## src/rtl/ysyx_25070198_lsu_pkg.sv

```systemverilog
// Shared types and lane helpers for the multi-cycle load/store unit.
// Misalignment helper is consumed only when YSYX_25070198_LSU_MISALIGN_CHK_EN is defined.
package ysyx_25070198_lsu_pkg;

  typedef enum logic [1:0] {
    ST_IDLE = 2'd0,
    ST_REQ  = 2'd1,
    ST_WAIT = 2'd2,
    ST_RESP = 2'd3
  } lsu_state_e;

  localparam logic [1:0] SZ_B = 2'd0;
  localparam logic [1:0] SZ_H = 2'd1;
  localparam logic [1:0] SZ_W = 2'd2;

  // Size 3 is treated as a word access everywhere.
  function automatic logic [3:0] lane_mask(input logic [1:0] size, input logic [1:0] off);
    logic [3:0] base;
    case (size)
      SZ_B:    base = 4'b0001;
      SZ_H:    base = 4'b0011;
      default: base = 4'b1111;
    endcase
    lane_mask = base << off;
  endfunction

  function automatic logic misaligned(input logic [1:0] size, input logic [1:0] off);
    case (size)
      SZ_B:    misaligned = 1'b0;
      SZ_H:    misaligned = off[0];
      default: misaligned = (off != 2'b00);
    endcase
  endfunction

endpackage

```

## src/rtl/ysyx_25070198_lsu_align.sv

```systemverilog
// Byte-lane alignment: store mask/shift and load shift with sign/zero extension.
module ysyx_25070198_lsu_align
  import ysyx_25070198_lsu_pkg::*;
(
  input  logic [1:0]  i_size,
  input  logic [1:0]  i_off,
  input  logic        i_unsigned,
  input  logic [31:0] i_wdata,
  input  logic [31:0] i_rdata,
  output logic [3:0]  o_wmask,
  output logic [31:0] o_wdata,
  output logic [31:0] o_rdata
);

  logic [4:0]  w_sh;
  logic [31:0] w_rsh;

  assign w_sh    = {i_off, 3'b000};
  assign o_wmask = lane_mask(i_size, i_off);
  assign o_wdata = i_wdata << w_sh;
  assign w_rsh   = i_rdata >> w_sh;

  always_comb begin
    o_rdata = w_rsh;
    case (i_size)
      SZ_B:    o_rdata = {{24{~i_unsigned & w_rsh[7]}}, w_rsh[7:0]};
      SZ_H:    o_rdata = {{16{~i_unsigned & w_rsh[15]}}, w_rsh[15:0]};
      default: o_rdata = w_rsh;
    endcase
  end

endmodule

```

## src/rtl/ysyx_25070198_lsu.sv

```systemverilog
// Multi-cycle LSU: EXU request -> memory handshake with timeout -> WBU response.
// Define YSYX_25070198_LSU_MISALIGN_CHK_EN to fault misaligned half/word accesses without a memory access.
module ysyx_25070198_lsu
  import ysyx_25070198_lsu_pkg::*;
#(
  parameter int unsigned ADDR_W      = 32,
  parameter int unsigned TIMEOUT_CYC = 255,
  parameter int unsigned RD_W        = 5
) (
  input  logic              clk,
  input  logic              rst,
  input  logic              req_valid,
  output logic              req_ready,
  input  logic              req_we,
  input  logic [1:0]        req_size,
  input  logic              req_unsigned,
  input  logic [ADDR_W-1:0] req_addr,
  input  logic [31:0]       req_wdata,
  input  logic [RD_W-1:0]   req_rd,
  output logic              mem_req,
  output logic              mem_we,
  output logic [ADDR_W-3:0] mem_addr,
  output logic [3:0]        mem_wmask,
  output logic [31:0]       mem_wdata,
  input  logic              mem_gnt,
  input  logic              mem_rvalid,
  input  logic [31:0]       mem_rdata,
  output logic              rsp_valid,
  input  logic              rsp_ready,
  output logic              rsp_wen,
  output logic [RD_W-1:0]   rsp_rd,
  output logic [31:0]       rsp_rdata,
  output logic              rsp_err
);

  localparam int unsigned      CNT_W    = $clog2(TIMEOUT_CYC + 1);
  localparam logic [CNT_W-1:0] CNT_LAST = CNT_W'(TIMEOUT_CYC - 1);

  lsu_state_e        r_state, w_next;
  logic              r_we, r_unsigned, r_err;
  logic [1:0]        r_size;
  logic [ADDR_W-1:0] r_addr;
  logic [31:0]       r_wdata, r_rdata;
  logic [RD_W-1:0]   r_rd;
  logic [CNT_W-1:0]  r_cnt;

  logic              w_timeout, w_mis;
  logic [3:0]        w_st_mask;
  logic [31:0]       w_st_data, w_ld_data;
  logic [31:0]       w_unused_req_rdata, w_unused_rsp_wdata;
  logic [3:0]        w_unused_rsp_wmask;

  assign w_timeout = (r_cnt == CNT_LAST);

`ifdef YSYX_25070198_LSU_MISALIGN_CHK_EN
  assign w_mis = misaligned(req_size, req_addr[1:0]);
`else
  assign w_mis = 1'b0;
`endif

  always_ff @(posedge clk or negedge rst) begin
    if (!rst) r_state <= ST_IDLE;
    else      r_state <= w_next;
  end

  // rvalid is checked before the timeout so a same-cycle response wins.
  always_comb begin
    w_next = r_state;
    case (r_state)
      ST_IDLE: if (req_valid) w_next = w_mis ? ST_RESP : ST_REQ;
      ST_REQ:  if (mem_gnt) w_next = ST_WAIT;
      ST_WAIT: if (mem_rvalid || w_timeout) w_next = ST_RESP;
      ST_RESP: if (rsp_ready) w_next = ST_IDLE;
      default: w_next = ST_IDLE;
    endcase
  end

  always_ff @(posedge clk or negedge rst) begin
    if (!rst) begin
      r_we       <= 1'b0;
      r_size     <= '0;
      r_unsigned <= 1'b0;
      r_addr     <= '0;
      r_wdata    <= '0;
      r_rd       <= '0;
      r_cnt      <= '0;
      r_err      <= 1'b0;
      r_rdata    <= '0;
    end else begin
      case (r_state)
        ST_IDLE: if (req_valid) begin
          r_we       <= req_we;
          r_size     <= req_size;
          r_unsigned <= req_unsigned;
          r_addr     <= req_addr;
          r_wdata    <= req_wdata;
          r_rd       <= req_rd;
          r_err      <= w_mis;
          r_rdata    <= '0;
        end
        ST_REQ: if (mem_gnt) r_cnt <= '0;
        ST_WAIT: begin
          r_cnt <= r_cnt + CNT_W'(1);
          if (mem_rvalid) begin
            r_err   <= 1'b0;
            r_rdata <= r_we ? '0 : w_ld_data;
          end else if (w_timeout) begin
            r_err   <= 1'b1;
            r_rdata <= '0;
          end
        end
        default: ;
      endcase
    end
  end

  ysyx_25070198_lsu_align u_req_align (
    .i_size     (r_size),
    .i_off      (r_addr[1:0]),
    .i_unsigned (r_unsigned),
    .i_wdata    (r_wdata),
    .i_rdata    ('0),
    .o_wmask    (w_st_mask),
    .o_wdata    (w_st_data),
    .o_rdata    (w_unused_req_rdata)
  );

  ysyx_25070198_lsu_align u_rsp_align (
    .i_size     (r_size),
    .i_off      (r_addr[1:0]),
    .i_unsigned (r_unsigned),
    .i_wdata    ('0),
    .i_rdata    (mem_rdata),
    .o_wmask    (w_unused_rsp_wmask),
    .o_wdata    (w_unused_rsp_wdata),
    .o_rdata    (w_ld_data)
  );

  // Outputs are gated by state so that reset zeroes them without a clock edge.
  assign req_ready = (r_state == ST_IDLE);
  assign mem_req   = (r_state == ST_REQ);
  assign mem_we    = mem_req & r_we;
  assign mem_addr  = mem_req ? r_addr[ADDR_W-1:2] : '0;
  assign mem_wmask = mem_we ? w_st_mask : '0;
  assign mem_wdata = mem_req ? w_st_data : '0;

  assign rsp_valid = (r_state == ST_RESP);
  assign rsp_err   = rsp_valid & r_err;
  assign rsp_wen   = rsp_valid & ~r_we & ~r_err & (r_rd != '0);
  assign rsp_rd    = rsp_valid ? r_rd : '0;
  assign rsp_rdata = rsp_valid ? r_rdata : '0;

endmodule

```

## config.mk

```make
export PLATFORM = sky130hd
export DESIGN_NAME = ysyx_25070198_lsu
export DESIGN_NICKNAME = d
export VERILOG_FILES = /design/src/rtl/ysyx_25070198_lsu_pkg.sv /design/src/rtl/ysyx_25070198_lsu_align.sv /design/src/rtl/ysyx_25070198_lsu.sv
export SDC_FILE = /design/constraint.sdc
export NUM_CORES = 1
export LEC_CHECK = 0
export CAP_MARGIN = 25
export CORE_MARGIN = 2
export CORE_UTILIZATION = 46
export DETAILED_ROUTE_END_ITERATION = 10
export PLACE_DENSITY = 0.81
export SYNTH_ARGS = -nofsm -noshare
export SYNTH_HDL_FRONTEND = slang
export SYNTH_HIERARCHICAL = 1
export SYNTH_SLANG_ARGS = --single-unit
```

## constraint.sdc

```tcl
create_clock -name clk -period 1.75 [get_ports clk]
set_input_delay 0.35 -clock clk [delete_from_list [all_inputs] [get_ports clk]]
set_output_delay 0.35 -clock clk [all_outputs]
set_load 0.005 [all_outputs]
```

==> load_flow_metrics.sql, run 1 <==
INSERT INTO impl_metrics (metric_group, metric, value, unit) VALUES
('sta', 'final_max_slew_viol_count', '0', ''),
('grt', 'first_global_vias', '8141', ''),
('sta', 'timing.clock.skew', '0.0120', 'ns'),
('floorplanning', 'die_h', '131', 'µm'),
('final_layout', 'antenna_cells_inserted', '0', ''),
('sta', 'worst_slew_pin_slew', '0.535', 'ns'),
('grt', 'largest_net_degree_at_the_start_of_global_routing', '50', ''),
('grt', 'grt_antenna_before_repair', '0', ''),
('final_layout', 'mostFrequentLayoutCell', 'buf_6', ''),
('route', 'drc', '0', ''),
('clock_network', 'cts_max_path_buffers', '2', ''),
('grt', 'grt-ovfl-total', '0', ''),
('floorplanning', 'die_width', '131', 'µm'),
('floorplanning', 'core_area', '15800', 'µm²'),
('min_path', 'hp-class', 'primary input to asynchronous set/reset pin', ''),
('clock_network', 'cts_max_level', '4', ''),
('final_layout', 'post_layout_nonfiller_instances', '1331', ''),
('sta', 'max_freq', '430', 'MHz'),
('final_layout', 'finalNetCount', '1220', ''),
('floorplanning', 'rows', '46', ''),
('route', 'detail_route.wirelength', '37000', 'µm'),
('route', 'drt_first_pass_iters', '9', ''),
('synthesis', 'mappedNetlistNets', '884', ''),
('final_layout', 'syn2layout_area_growth', '81.2', '%'),
('worst_setup_path', 'worstSetupEndpointType', 'primary output', ''),
('power', 'power.density_cell_area', '1960', 'nW/µm²'),
('synthesis', 'post_synthesis_instance_area', '7430', 'µm²'),
('clock_network', 'worst_skew_pair.late_latency', '0.44', 'ns'),
('floorplanning', 'initial_utilization', '46.9', '%'),
('sta', 'grt_setup_unrepaired', 'true', ''),
('place', 'port_buffers', '219', ''),
('worst_setup_path', 'critical_path_required', '1.40', 'ns'),
('sta', 'final_hold_viol_count', '0', ''),
('final_layout', 'final_layout_size_suffix_gt1_share', '54.3', '%'),
('place', 'gpl.final_weighted_congestion', '0.916', ''),
('route', 'routed_wire_length_per_instance', '27.8', 'µm'),
('worst_setup_path', 'critical_path.max_fanout', '6', ''),
('clock_network', 'cts_sink_count', '116', ''),
('job', 'cap_violations', '0', ''),
('run_status', 'failed_checks', 'negative setup slack', ''),
('sta', 'period_utilization', '133', '%'),
('sta', 'postLayoutSetupSlackWorst', '-0.577', 'ns'),
('clock_network', 'cts_tree', 'yes', ''),
('worst_setup_path', 'worstSetupPathType', 'flip-flop to primary output', ''),
('run_status', 'run_status', 'complete, but fails checks', ''),
('power', 'static-leakage-power', '6.21', 'nW'),
('route', 'drtAntennaViolNets', '0', ''),
('sta', 'period_needed', '2.33', 'ns'),
('grt', 'grtUsageTotal', '33.1', '%'),
('synthesis', 'count_of_warnings_emitted_by_yosys', '6', ''),
('clock_network', 'clk_pin_slew', '0.07', 'ns'),
('worst_setup_path', 'cp_arrival', '1.98', 'ns'),
('route', 'viasPerCell', '6.57', ''),
('final_layout', 'layout_common_cells', 'buf_6, dfrtp_1, clkdlybuf4s50_1', ''),
('clock_network', 'cts_made_buffers', '17', ''),
('sta', 'whs', '0.371', 'ns'),
('final_layout', 'fillCellCount', '689', ''),
('grt', 'first_pass_grt_wire_length', '44700', 'µm'),
('sta', 'max_slew_margin', '64.2', '%'),
('power', 'vdd_drop_max', '1.30', 'mV'),
('sta', 'finalSetupViolations', '210', ''),
('route', 'drt_iter0_drc', '1010', ''),
('synthesis', 'postSynthCellCount', '766', ''),
('floorplanning', 'boundaryPins', '220', ''),
('synthesis', 'synthesis.area_per_instance', '9.70', 'µm²'),
('place', 'numPlacedInstances', '1183', ''),
('clock_network', 'clock-root-buffer', 'clkbuf_16', ''),
('worst_setup_path', 'crit_path_start_kind', 'flip-flop', ''),
('floorplanning', 'fp.dieArea', '17200', 'µm²'),
('route', 'total_via_count_in_the_routed_design', '8747', ''),
('place', 'detail_placement_hpwl', '16200', 'µm');
[state kept, by name, indices dropped and copies added, names as in the netlist]
register    flops
r_rdata        32
r_state         2
r_err           1
r_rd            5
r_size          2
r_we            1
r_addr         32
r_unsigned      1
r_cnt           8
r_wdata        32
[cell type report]
| cell class | instances | area (µm²) | area share [%] |
|---|---|---|---|
| inverter | 7 | 33.8 | 0.251 |
| tap | 216 | 270 | 2.01 |
| clock inverter | 15 | 136 | 1.01 |
| clock buffer | 17 | 425 | 3.16 |
| multi-input combinational | 562 | 5310 | 39.4 |
| timing repair buffer | 398 | 4390 | 32.6 |
| sequential | 116 | 2910 | 21.6 |
[routing by layer]
layer | share of wire [%] | track usage (%)
met2 | 48 | 57.2
met1 | 33 | 36.5
met3 | 10 | 8.41
met5 | 0 | 0
met4 | 8.8 | 20.5
[final timing paths]
kind                         startpoint       endpoint  slack (ns)  cells past startpoint
setup / recovery              r_addr[1]  mem_wdata[17]       -0.58                      8
hold / removal                      rst    r_wdata[12]        0.37                      2
setup reg to reg             r_state[1]       r_cnt[7]       -0.57                     10
hold reg to reg              r_addr[22]     r_addr[22]        0.51                      1
max in group asynchronous           rst    r_rdata[12]        0.76                      3
min in group clk           req_addr[22]     r_addr[22]        0.51                      2
[timing repair]
item | CTS | global route
setup endpoints to repair | 169 | 225
setup buffers | 64 | 40
gates cloned | 19 | 6
pin swaps | 40 | 74
gates resized for setup | 477 | 428
hold buffers | 1 | 0
hold endpoints to repair | 23 | 0
[critical path, cell delays in order (launching register included)]
cell	delay [ns]
dfrtp_2	0.49
buf_6	0.18
nor2b_4	0.12
buf_6	0.12
buf_4	0.12
nand2_1	0.05
o21ai_1	0.15
and2_1	0.19
buf_2	0.12
[where the power goes]
part,internal [mW],switching [mW]
sequential,3.89,1.51
clock,1.87,1.58
combinational,9.71,7.83
total,15.5,10.9
[per-stage QoR]
stage | utilization, % | total power, mW | cell area, µm² | TNS [ns] | setup slack (ns)
3_5_place_dp | 64.2 | 14.1 | 10200 | -18.64 | -0.266
6_report | 85.1 | 26.4 | 13500 | -57.40 | -0.577
2_1_floorplan | - | 10.1 | 7430 | 0 | 0.0105
3_3_place_gp | 64.2 | 13.8 | 10200 | -14.19 | -0.283
5_1_grt | 85.1 | 27.0 | 13500 | -61.64 | -0.712
4_1_cts | 76.7 | 21.0 | 12100 | -48.35 | -0.508
No activity file was read; power rests on OpenSTA's default activity.
==> run 2, diff against run 1 <==
--- a/config.mk
+++ b/config.mk
@@ -6,9 +6,10 @@
 export NUM_CORES = 1
 export LEC_CHECK = 0
 export CAP_MARGIN = 25
-export CORE_MARGIN = 2
+export CORE_MARGIN = 4
 export CORE_UTILIZATION = 46
 export DETAILED_ROUTE_END_ITERATION = 10
+export HOLD_SLACK_MARGIN = 0.15
 export PLACE_DENSITY = 0.81
 export SYNTH_ARGS = -nofsm -noshare
 export SYNTH_HDL_FRONTEND = slang
==> run 2 against run 1 <==
Net effect: the flow still finishes with violations (negative setup slack); power down 5.4%; clock-buffer cell count up 3; via count down 8.0%; clock power up 5%; clock skew down 0.0062 ns; utilization down 2.7 points; first-iteration DRC count up 12%; die area up 6.2%; critical path depth down 1; global-route usage down 2.6 points; sequential share of layout area up 0.63 points; sequential power down 4%; critical path type unchanged; critical endpoint is now mem_wdata[18]; largest power group unchanged.
==> load_flow_metrics.sql, run 2 (synthesis results as in run 1) <==
INSERT INTO impl_metrics (metric_group, metric, value, unit) VALUES
('run_status', 'run_status', 'complete, but fails checks', ''),
('run_status', 'failed_checks', 'negative setup slack', ''),
('final_layout', 'final_layout_size_suffix_gt1_share', '48.5', '%'),
('route', 'detail_route.wirelength', '32700', 'µm'),
('worst_setup_path', 'critical_path.max_fanout', '7', ''),
('route', 'viasPerCell', '6.16', ''),
('grt', 'grt-ovfl-total', '0', ''),
('final_layout', 'mostFrequentLayoutCell', 'buf_6', ''),
('final_layout', 'syn2layout_area_growth', '76.1', '%'),
('sta', 'grt_setup_unrepaired', 'true', ''),
('clock_network', 'cts_max_level', '4', ''),
('sta', 'max_slew_margin', '69.0', '%'),
('job', 'cap_violations', '0', ''),
('floorplanning', 'boundaryPins', '220', ''),
('clock_network', 'clk_pin_slew', '0.06', 'ns'),
('sta', 'postLayoutSetupSlackWorst', '-0.528', 'ns'),
('clock_network', 'worst_skew_pair.late_latency', '0.42', 'ns'),
('final_layout', 'layout_top_registers', 'r_addr: 32 flops, r_rdata: 32 flops, r_wdata: 32 flops', ''),
('floorplanning', 'fp.dieArea', '18300', 'µm²'),
('place', 'numPlacedInstances', '1181', ''),
('floorplanning', 'die_width', '135', 'µm'),
('power', 'vdd_drop_max', '1.24', 'mV'),
('clock_network', 'cts_sink_count', '116', ''),
('worst_setup_path', 'worstSetupPathType', 'flip-flop to primary output', ''),
('final_layout', 'post_layout_nonfiller_instances', '1306', ''),
('worst_setup_path', 'cp_arrival', '1.93', 'ns'),
('clock_network', 'cts_made_buffers', '17', ''),
('place', 'detail_placement_hpwl', '16100', 'µm'),
('final_layout', 'fillCellCount', '820', ''),
('final_layout', 'layout_common_cells', 'buf_6, dfrtp_1, clkdlybuf4s50_1', ''),
('route', 'drt_first_pass_iters', '7', ''),
('clock_network', 'cts_tree', 'yes', ''),
('clock_network', 'cts_max_path_buffers', '2', ''),
('sta', 'worst_slew_pin_slew', '0.461', 'ns'),
('floorplanning', 'die_h', '135', 'µm'),
('grt', 'grt_antenna_before_repair', '2', ''),
('place', 'gpl.final_weighted_congestion', '0.879', ''),
('route', 'drt_iter0_drc', '1130', ''),
('grt', 'grtUsageTotal', '30.5', '%'),
('floorplanning', 'core_area', '15900', 'µm²'),
('grt', 'first_global_vias', '7737', ''),
('worst_setup_path', 'critical_path_required', '1.40', 'ns'),
('sta', 'period_needed', '2.28', 'ns'),
('final_layout', 'finalCoreUtilization', '82.4', '%'),
('grt', 'first_pass_grt_wire_length', '43200', 'µm'),
('sta', 'period_utilization', '130', '%'),
('route', 'total_via_count_in_the_routed_design', '8044', ''),
('floorplanning', 'rows', '46', ''),
('power', 'static-leakage-power', '5.90', 'nW'),
('clock_network', 'clock-root-buffer', 'clkbuf_16', ''),
('route', 'drc', '0', ''),
('worst_setup_path', 'worstSetupEndpointType', 'primary output', ''),
('grt', 'largest_net_degree_at_the_start_of_global_routing', '43', ''),
('sta', 'max_freq', '439', 'MHz'),
('power', 'power.density_cell_area', '1910', 'nW/µm²'),
('floorplanning', 'initial_utilization', '46.8', '%'),
('sta', 'final_hold_viol_count', '0', ''),
('sta', 'finalSetupViolations', '150', ''),
('route', 'drtAntennaViolNets', '0', ''),
('route', 'routed_wire_length_per_instance', '25.1', 'µm'),
('sta', 'timing.clock.skew', '0.00581', 'ns'),
('place', 'port_buffers', '219', ''),
('worst_setup_path', 'crit_path_start_kind', 'flip-flop', ''),
('sta', 'final_max_slew_viol_count', '0', ''),
('final_layout', 'finalNetCount', '1194', ''),
('min_path', 'hp-class', 'primary input to asynchronous set/reset pin', '');
run 2: cell types whose count changed in the layout (fill, tap and decap cells not counted), moves of 7 or more:
cell	delta
inv_6	-7
clkbuf_2	-15
mux2_1	+37
nand2_1	+8
and2_1	-13
and2_4	+13
mux2_4	-41
run 2: routing by layer:
metal	track usage [%]	up-vias	part of all wire, %
met2	53.1	642	50
met3	7.64	162	9.9
met1	35.8	3884	35
met5	0	-	0
met4	12.7	0	5.5
li1	-	3356	-
run 2: worst paths after layout:
path                             start            end  slack [ns]  depth (start not counted)
max                          r_addr[1]  mem_wdata[18]       -0.53                          7
min                                rst     r_addr[12]        0.43                          2
max reg2reg                  r_addr[1]    r_rdata[10]       -0.35                          9
min reg2reg                r_wdata[28]    r_wdata[28]        0.49                          1
max in group asynchronous          rst     r_state[0]        0.71                          3
min in group clk           r_wdata[28]    r_wdata[28]        0.49                          1
run 2: metrics by stage:
stage / setup slack [ns] / hold slack, ns / power [mW] / cell area, µm² / setup TNS [ns]
floorplan: 0.0105 / 0.0544 / 10.1 / 7430 / 0
global placement: -0.210 / 0.325 / 13.7 / 10100 / -17.24
detailed placement: -0.239 / 0.324 / 14.0 / 10100 / -19.89
CTS: -0.362 / 0.431 / 21.5 / 12100 / -35.01
global route: -0.505 / 0.467 / 25.8 / 13100 / -48.37
finish: -0.528 / 0.430 / 25.0 / 13100 / -40.66
run 2: critical path: stages (launching register included):
cell and delay (ns):
dfrtp_2 0.49, nor2b_1 0.16, buf_4 0.18, buf_4 0.14, nand2_1 0.10, o21ai_1 0.16
and2_1 0.17, buf_2 0.11
run 2: layout make-up:
cell class	count	area (µm²)	share of cell area, %
repair buffers	374	4350	33.3
inverters	7	28.8	0.220
diodes	2	5.00	0.0383
well taps	216	270	2.07
multi-input cells	560	4910	37.5
clock inverters	11	154	1.18
clock buffers	20	457	3.49
flip-flops and latches	116	2910	22.2
run 2: timing repair:
action	in CTS	in global routing
cloned	20	8
setup endpoints to repair	168	225
hold buffers	1	0
hold endpoints to repair	28	0
resized for setup	595	241
setup buffers	49	21
pin swaps	68	52
run 2: where the power goes:
| group | leakage, nW | switching [mW] | total, mW | internal (mW) |
|---|---|---|---|---|
| registers | 1.44 | 1.32 | 5.21 | 3.89 |
| logic | 4.16 | 6.94 | 16.1 | 9.16 |
| clock network | 0.292 | 1.33 | 3.64 | 2.31 |
==> RTL edit: new RTL, config.mk and constraints of run 1 <==
The 4 states of `lsu_state_e` get a one-hot encoding in 4 bits.
--- a/src/rtl/ysyx_25070198_lsu_pkg.sv
+++ b/src/rtl/ysyx_25070198_lsu_pkg.sv
@@ -3,9 +3,9 @@
 package ysyx_25070198_lsu_pkg;
 
-  typedef enum logic [1:0] {
-    ST_IDLE = 2'd0,
-    ST_REQ  = 2'd1,
-    ST_WAIT = 2'd2,
-    ST_RESP = 2'd3
+  typedef enum logic [3:0] {
+    ST_IDLE = 4'b0001,
+    ST_REQ  = 4'b0010,
+    ST_WAIT = 4'b0100,
+    ST_RESP = 4'b1000
   } lsu_state_e;
 
Formal check against the unedited RTL: no difference found for any inputs over 4 cycles, from zero or initial values and one cycle with rst low; so few cycles prove little.
==> RTL edit against run 1 <==
The flow still finishes with violations (negative setup slack). Clock power up 8.4%. Cell area down 4.2%. Total power down 24%. Setup slack worse by 0.16 ns. Maximum frequency down 6.4%. Sequential cell count up 2. Area after synthesis up 0.99%. Wire length down 19%. Critical path depth down 2. Non-clock buffer count down 21.
==> RTL edit: results <==
set metrics [dict create \
    syn_inst 763 \
    path_clk_slew_ns 0.06 \
    grt_use_total 0.298 \
    drt_pre_antenna_iters 6 \
    synth_warnings 6 \
    port_buffers 219 \
    finalWorstSetupSlack_ns -0.736 \
    fin_skew_ns 0.00817 \
    wl_per_cell_um 22.9 \
    diodes 0 \
    arrival_ns 2.14 \
    ir_worst_vdd_uv 803 \
    ctsHoldBuffers 1 \
    p_leak_nw 6.32 \
    drive_above_1_share 0.482 \
    post_cts_buffers 46 \
    min_path_type "input pin to async pin" \
    grt_pass1_vias 7557 \
    clk_latency_ns 0.42 \
    grt_pass1_wl_um 41100 \
    drt_iter0_drc 884 \
    syn-num-nets 876 \
    cts_root_buf "clkbuf_16" \
    top_regs "r_addr: 32 flops, r_rdata: 32 flops, r_wdata: 32 flops" \
    final-setup-viol-count 223 \
    via_count 7737 \
    crit_fanout 6 \
    status "finished with violations" \
    htreeDepth 4 \
    place.gp.congestion 0.915 \
    antenna_found_initial 0 \
    grt_max_degree 58 \
    cts_buffer_depth 2 \
    netlist_area_um2 7500 \
    pre_cts_slack_ns -0.547 \
    worst_pin_slew_ns 0.760 \
    cts_inserted_buffers 17 \
    violations "negative setup slack" \
    layout.nets 1193 \
    cts.repair.resized 528 \
    layoutNonFillerInstCount 1309 \
    dp_hpwl_um 15800 \
]
-- RTL edit: critical path: stages (launching register included) --
cell	delay (ns)
dfrtp_2	0.42
or4b_4	0.60
inv_8	0.10
buf_6	0.14
buf_12	0.11
and3_1	0.14
clkdlybuf4s15_2	0.20
-- RTL edit: power breakdown --
group,internal [W],switching [W],total (W)
logic,0.00648,0.00510,0.0116
registers,0.00374,0.000912,0.00465
clock network,0.00243,0.00132,0.00375
-- RTL edit: worst paths after layout --
path,from,end,slack [ns],cells after the start
min reg2reg,r_cnt[7],r_cnt[7],0.48,1
max,r_state[3],mem_wmask[3],-0.74,6
max reg2reg,r_state[2],r_wdata[15],-0.39,9
min in group clk,r_cnt[7],r_cnt[7],0.48,1
max in group asynchronous,rst,r_addr[1],0.74,3
min,rst,r_cnt[1],0.38,2
-- RTL edit: area by class of cell --
type | count | area, µm²
clock buffers | 25 | 505
clock inverters | 7 | 118
fillers | 847 | 3040
inverters | 38 | 150
multi-input cells | 528 | 4640
flip-flops and latches | 118 | 2960
well taps | 216 | 270
repair buffers | 377 | 4260
-- RTL edit: per-layer routing --
metal / track usage / up-vias / routed length, µm
met5: 0 / - / 0
met2: 0.518 / 456 / 15300
met4: 0.113 / 0 / 1160
met1: 0.359 / 3848 / 11200
li1: - / 3336 / -
met3: 0.0704 / 97 / 2260
-- RTL edit: stage by stage --
stage / total power [W] / instance area [µm²] / hold WS [ns] / TNS [ns] / utilization
finish: 0.0200 / 12900 / 0.384 / -98.20 / 0.809
global route: 0.0207 / 12900 / 0.418 / -108.35 / 0.809
CTS: 0.0184 / 12300 / 0.388 / -87.59 / 0.769
detailed placement: 0.0124 / 10500 / 0.286 / -69.00 / 0.659
global placement: 0.0122 / 10500 / 0.282 / -65.81 / 0.659
floorplan: 0.00970 / 7760 / 0.0544 / -9.45 / -
